===== src/rtl/button_event_decoder.sv =====
// Button gesture decoder.
// Turns a debounced, clock-synchronous button level into one-cycle event
// pulses: raw press/release edges plus the higher-level gestures short click,
// double click and long press. A single 32-bit cycle counter times both the
// hold duration and the release-to-second-press gap; it restarts on every
// state change, so its value always measures time spent in the current state.

module button_event_decoder #(
    parameter logic [31:0] LONG_CYCLES = 32'd50_000_000,
    parameter logic [31:0] GAP_CYCLES  = 32'd12_500_000
) (
    input  logic i_clk,
    input  logic i_rst_n,
    input  logic i_button,
    output logic o_press,
    output logic o_release,
    output logic o_short_click,
    output logic o_double_click,
    output logic o_long_press,
    output logic o_held
);

    typedef enum logic [2:0] {
        IDLE,
        PRESSED,
        LONG_HELD,
        WAIT_SECOND,
        SECOND_PRESSED
    } state_t;

    // The counter reads N-1 on the Nth cycle spent in a state, so the
    // thresholds are compared one below the nominal cycle counts.
    localparam logic [31:0] LONG_LAST = LONG_CYCLES - 32'd1;
    localparam logic [31:0] GAP_LAST  = GAP_CYCLES - 32'd1;

    state_t      state_q;
    logic [31:0] count_q;
    logic [31:0] count_d;
    logic        btnPrev_q;
    logic        press_q;
    logic        release_q;
    logic        shortClick_q;
    logic        doubleClick_q;
    logic        longPress_q;

    logic        rise;
    logic        fall;
    logic        longReached;
    logic        gapReached;

    // Edges are judged on the live input against last cycle's level.
    assign rise        = i_button & ~btnPrev_q;
    assign fall        = ~i_button & btnPrev_q;
    assign longReached = (count_q == LONG_LAST);
    assign gapReached  = (count_q == GAP_LAST);

    // Saturating increment: a button left alone for ages must not wrap the
    // counter around into a false threshold match.
    assign count_d = (count_q == 32'hFFFF_FFFF) ? count_q : count_q + 32'd1;

    // Level history plus registered raw edge pulses.
    always_ff @(posedge i_clk or negedge i_rst_n) begin
        if (!i_rst_n) begin
            btnPrev_q <= 1'b0;
            press_q   <= 1'b0;
            release_q <= 1'b0;
        end else begin
            btnPrev_q <= i_button;
            press_q   <= rise;
            release_q <= fall;
        end
    end

    // Gesture FSM with the shared cycle counter and registered gesture pulses.
    // Edges are checked before timeouts so a release (or second press)
    // landing on the very threshold cycle wins over the timeout event.
    always_ff @(posedge i_clk or negedge i_rst_n) begin
        if (!i_rst_n) begin
            state_q       <= IDLE;
            count_q       <= 32'd0;
            shortClick_q  <= 1'b0;
            doubleClick_q <= 1'b0;
            longPress_q   <= 1'b0;
        end else begin
            shortClick_q  <= 1'b0;
            doubleClick_q <= 1'b0;
            longPress_q   <= 1'b0;
            count_q       <= count_d;
            case (state_q)
                IDLE: begin
                    if (rise) begin
                        state_q <= PRESSED;
                        count_q <= 32'd0;
                    end
                end
                PRESSED: begin
                    if (fall) begin
                        state_q <= WAIT_SECOND;
                        count_q <= 32'd0;
                    end else if (longReached) begin
                        longPress_q <= 1'b1;
                        state_q     <= LONG_HELD;
                        count_q     <= 32'd0;
                    end
                end
                LONG_HELD: begin
                    if (fall) begin
                        state_q <= IDLE;
                        count_q <= 32'd0;
                    end
                end
                WAIT_SECOND: begin
                    if (rise) begin
                        state_q <= SECOND_PRESSED;
                        count_q <= 32'd0;
                    end else if (gapReached) begin
                        shortClick_q <= 1'b1;
                        state_q      <= IDLE;
                        count_q      <= 32'd0;
                    end
                end
                SECOND_PRESSED: begin
                    if (fall) begin
                        doubleClick_q <= 1'b1;
                        state_q       <= IDLE;
                        count_q       <= 32'd0;
                    end else if (longReached) begin
                        longPress_q <= 1'b1;
                        state_q     <= LONG_HELD;
                        count_q     <= 32'd0;
                    end
                end
                default: begin
                    state_q <= IDLE;
                    count_q <= 32'd0;
                end
            endcase
        end
    end

    assign o_press        = press_q;
    assign o_release      = release_q;
    assign o_short_click  = shortClick_q;
    assign o_double_click = doubleClick_q;
    assign o_long_press   = longPress_q;
    assign o_held         = btnPrev_q;

endmodule


===== config.mk =====
export PLATFORM = sky130hd
export DESIGN_NAME = button_event_decoder
export DESIGN_NICKNAME = d
export VERILOG_FILES = /design/src/rtl/button_event_decoder.sv
export SDC_FILE = /design/constraint.sdc
export NUM_CORES = 1
export LEC_CHECK = 0
export CAP_MARGIN = 20
export CORE_MARGIN = 3
export CORE_UTILIZATION = 60
export DETAILED_ROUTE_END_ITERATION = 12
export PLACE_DENSITY_LB_ADDON = 0.2
export SYNTH_ARGS = -nofsm -noshare
export SYNTH_HDL_FRONTEND = slang
export SYNTH_SLANG_ARGS = --single-unit

===== constraint.sdc =====
create_clock -name i_clk -period 4.5 [get_ports i_clk]
set_clock_uncertainty 0.2 [all_clocks]
set_input_delay 0.45 -clock i_clk [delete_from_list [all_inputs] [get_ports i_clk]]
set_output_delay 0.45 -clock i_clk [all_outputs]
set_load 0.01 [all_outputs]

# Yosys cells after proc, flatten, opt, wreduce, memory -nomap -nowiden
# Cells that the tools add are included.
dict set report op_classes {
  add_sub_neg 1
  n_eq_ne 10
  muxes 24
  bitwise_logic 4
  n_reduce_logical 3
}
# op count
set ops {}
lappend ops {{2-to-1 mux 32 bit} 7}
lappend ops {{case mux 32 bit (4 select lines)} 1}
lappend ops {{adder 32 x 1 -> 32 bit, second input constant} 1}
lappend ops {{== test 32 x 24 -> 1 bit, second input constant} 1}
lappend ops {{== test 32 x 26 -> 1 bit, second input constant} 1}
lappend ops {{== test 32 bit, second input constant} 1}
lappend ops {{2-to-1 mux 3 bit} 7}
lappend ops {{case mux 3 bit (5 select lines)} 1}
lappend ops {{2-to-1 mux 1 bit} 8}
lappend ops {{== test 3 x 2 -> 1 bit, second input constant} 2}
lappend ops {{inequality test 2 bit, second input constant} 2}
lappend ops {{== test 3 x 1 -> 1 bit, second input constant} 1}
lappend ops {{== test 3 bit, second input constant} 1}
lappend ops {{logical NOT 3 bit} 1}
lappend ops {{inequality test 3 bit, second input constant} 1}
lappend ops {{AND reduction 3 bit} 1}
lappend ops {{bitwise AND 1 bit} 2}
lappend ops {{NOT 1 bit} 2}
lappend ops {{OR reduction 2 bit} 1}
dict set report totals {
  regBits 41
  input_bits 3
  output_inout_bits 6
}

# Logic depth before layout (Yosys ltp)
dict set report logic_depth {
  ltp_word 5
  depth_mapped 9
  depth_no_buf 6
}

# Least setup slack after synthesis
# No wires, ideal clock.
dict set report synth_path {
  path_type {reg2reg}
  start {reg count_q[5]}
  end {reg count_q[15]}
  setup_time_ns 0.136
  arrival_ns 1.875
  required_time_ns 4.164
  path_slack_ns 2.290
  path_stages_with_launch 7
  synth_period_minus_slack_ns 2.210
  path_cell_list {dfrtp_1 -> or4b_1 -> nor4_1 -> o21ai_1 -> o221ai_2 -> buf_2 -> a22oi_1}
}
dict set report synth_via {
  elab_chain_len 5
}
# element line
set synth_lines {}
lappend synth_lines {{start, declared} 37} ;# logic [31:0] count_q;
lappend synth_lines {{start signal, assigned} 88} ;# count_q <= count_d;
lappend synth_lines {{adder 32 x 1 -> 32 bit / == test 32 bit (equally long branches)} 59} ;# assign count_d = (count_q == 32'hFFFF_FFFF) ? count_q : count_q + 32'd1;
lappend synth_lines {{2-to-1 mux 32 bit} 59}
lappend synth_lines {{2-to-1 mux 32 bit, on equally long branches} {100, 127, 116}}
lappend synth_lines {{2-to-1 mux 32 bit, on equally long branches} {123, 113}}
lappend synth_lines {{case mux 32 bit (4 select lines) *} 89} ;# case (state_q)
# Mark *: on every way between the ends. The rest lies on a longest branch, timed or not.
# A chain may end at the register's enable or synchronous reset.

# Worst setup path after layout
# Same ends and word-level chain as after synthesis.

==> impl_metrics.yaml <==
run_status:
  status: "completed"
synth:
  synth_top_area_share: 0.4148
  syn-cell-area_mm2: 0.002474
  syn_inst: 263
  syn-num-nets: 267
  async_flop_share: 1.000
  ys_seq_elements: 41
  synth_warnings: 0
  synth_edf_count: 0
  ys_seq_area_frac: 0.4148
  synth_area_leader_cell: "dfrtp_1"
  synth.area.top_cells: "dfrtp_1, a22oi_1, nand3_1"
  avgSynthCellArea_um2: 9.405
  synth_flop_cell: "dfrtp_1"
  synth.distinct_cells: 47
worst_setup_path:
  r2r-start: "count_q[5]$_DFF_PN0_"
  r2r_cells: 6
  r2r_end: "count_q[15]$_DFF_PN0_"
  worst-r2r-setup-slack_ns: 1.61
  crit_path_start_kind: "flop"
  cp_slowest_cell: "or4b_1"
  arrival_ns: 2.86
  cp.required_ns: 4.47
  critical_path_class: "flop to flop"
  cp_max_fo: 22
  cp_slowest_stage_delay_ns: 0.55
  crit_chain: "or4b_1 > nor4_1 > o21ai_1 > o221ai_2 > buf_4 > a22oi_1"
  cp-end-kind: "flop"
clock_network:
  cts_tree: "yes"
  clk_pin_slew_ns: 0.08
  cts_setup_buffers: 0
  htree_levels: 2
  post_cts_resize_count: 0
  clock_path_buffers: 2
  clockRootBuffer: "clkbuf_8"
  cts_num_sinks: 41
  cts_hold_buffers: 0
  cts_buffers: 5
  clk_latency_ns: 0.30
place:
  place_ws_ns: 1.635
  portBuffers: 8
  gp_congestion: 0.8428
  hpwl_um: 3856
routing:
  drc_errors: 0
  postRouteAntennaNets: 0
  firstDrtPassIters: 5
  drt_iter0_drc: 237
  wl_per_cell_um: 18.20
  vias: 2147
  finalWirelength_um: 5659
  via_per_inst: 6.904
floorplanning:
  initial_core_util: 0.6465
  dieWidth_um: 70.21
  ios: 9
  dieArea_mm2: 0.004929
  design.core.area_mm2: 0.003826
  die_height_um: 70.21
  fp-row-count: 22
sta:
  setup_ws_ns: 1.606
  rsz0062_at_grt: "no"
  min_period_ns: 2.894
  whs_ns: 0.07784
  post-route-period-util: 0.6431
  fmax_ghz: 0.3455
  setup_violations: 0
  slew_headroom: 0.3883
  fin_setup_tns_ns: 0
  worstMarginPinSlew_ns: 0.9176
  finalHoldViolations: 0
  drv_slew: 0
final_layout:
  seq_area_mm2: 0.001026
  fillCellCount: 314
  multiInputGateArea_mm2: 0.001324
  syn_to_final_growth_pct: 5.159
  drive_above_1_share: 0.07985
  antenna_cells: 0
  nets: 266
global_routing:
  grt_overflow: 0
  grt_first_pass_wirelength_um: 9666
  antenna_found_initial: 0
  track_usage: 0.2463
  grt_pass1_vias: 2037
  grt_max_degree: 42
run:
  max_cap_violations: 0
power:
  leakage_nw: 1.004
  power_density_mw_per_mm2: 353.9
  irDropWorstVdd_uv: 191.3
min_path:
  hp-class: "input port to asynchronous set/reset pin"
-- sequential cells by signal, indices dropped and copies added, names as in the netlist --
signal	cells
o_long_press	1
state_q	3
o_double_click	1
o_release	1
o_press	1
o_held	1
o_short_click	1
count_q	32
-- worst max path at each step --
stage / from / end / slack (ns) / depth (start not counted)
4_1_cts: count_q[5]$_DFF_PN0_ / count_q[13]$_DFF_PN0_ / 1.59 / 6
3_5_place_dp: count_q[5]$_DFF_PN0_ / count_q[15]$_DFF_PN0_ / 1.63 / 6
3_3_place_gp: count_q[5]$_DFF_PN0_ / count_q[4]$_DFF_PN0_ / 1.72 / 6
2_1_floorplan: count_q[5]$_DFF_PN0_ / count_q[15]$_DFF_PN0_ / 2.29 / 6
6_report: count_q[5]$_DFF_PN0_ / count_q[15]$_DFF_PN0_ / 1.61 / 6
5_1_grt: count_q[5]$_DFF_PN0_ / count_q[13]$_DFF_PN0_ / 1.42 / 6
-- worst max-delay path, delay by kind of cell, from the launching register on --
kind                   cells  cell delay [ns]
AND/OR/NAND/NOR            2             0.97
AO/OA/AOI/OAI              3             0.76
buffers and inverters      1             0.37
flip-flops                 1             0.44
-- synthesized netlist by cell type (all sizes together) (3+ instances only) --
library cell / number
a21oi: 12
a22oi: 21
and3: 7
and4: 3
buf: 15
clkbuf: 3
dfrtp: 41
inv: 5
nand2: 13
nand3: 19
nand4: 14
nor2: 14
nor3: 6
nor4: 7
o21ai: 13
o31ai: 10
or3: 13
or4: 11
xnor2: 6
xor2: 3
-- per-layer routing --
metal,part of all wire,global-route usage,up-vias
met5,0,0,-
met4,0.023,0.1298,0
met3,0.063,0.05755,14
met2,0.47,0.3620,78
met1,0.44,0.3364,1032
li1,-,-,1023
-- cell type report --
cell class                      count  area share
Clock inverter                      2    0.003848
Inverter                            5    0.007215
Sequential cell                    41      0.3944
Clock buffer                        6     0.02790
Timing Repair Buffer               10     0.03463
Tap cell                           48     0.02309
Multi-Input combinational cell    199      0.5089
-- per-stage QoR --
stage          std cells  instance area, um2  utilization  total power [mW]
2_1_floorplan        263                2474            -            0.6176
3_3_place_gp         303                2519       0.6583            0.6789
3_5_place_dp         303                2519       0.6583            0.6842
4_1_cts              311                2601       0.6799            0.9233
5_1_grt              311                2601       0.6799            0.9765
6_report             311                2601       0.6799            0.9206
-- placed cells by master, fill, tap and decap left out, types with 2 or more instances in the layout --
cell type         n
o2bb2a_2          2
nor4_1            6
nor4bb_1          2
nand4b_1          2
or4b_1            2
nor3_1            5
dfrtp_1          41
inv_1             5
and3_1            6
xor2_1            3
or4_4             2
clkbuf_8          5
clkdlybuf4s50_1   7
o21ai_0          11
and4_1            3
nor2_1           14
a22oi_1          20
clkinv_2          2
nand2_1          13
a31oi_1           2
or4_1             9
xnor2_1           6
nand3_1          19
nor2b_1           2
o31ai_1          10
a21oi_1          12
buf_4             2
and2_1            2
o21a_1            2
nand4_1          13
nand3b_1          2
or3_1            13
-- power breakdown --
part / switching (mW) / leakage, nW / internal [mW]
Sequential: 0.0357 / 0.562 / 0.393
Clock: 0.133 / 0.0450 / 0.108
Combinational: 0.176 / 0.397 / 0.0744
Total: 0.345 / 1.00 / 0.576
-- cell families after synthesis --
kind of cell	Yosys count	synth area share
xor gates and xnor gates	9	0.03187
buffers and inverters	23	0.05159
adders and majority gates	1	0.005057
and+or+nand+nor	120	0.3030
muxes	1	0.004047
DFF	41	0.4148
AOI/OAI and AO/OA	68	0.1897
No activity file was read; power rests on OpenSTA's default activity.
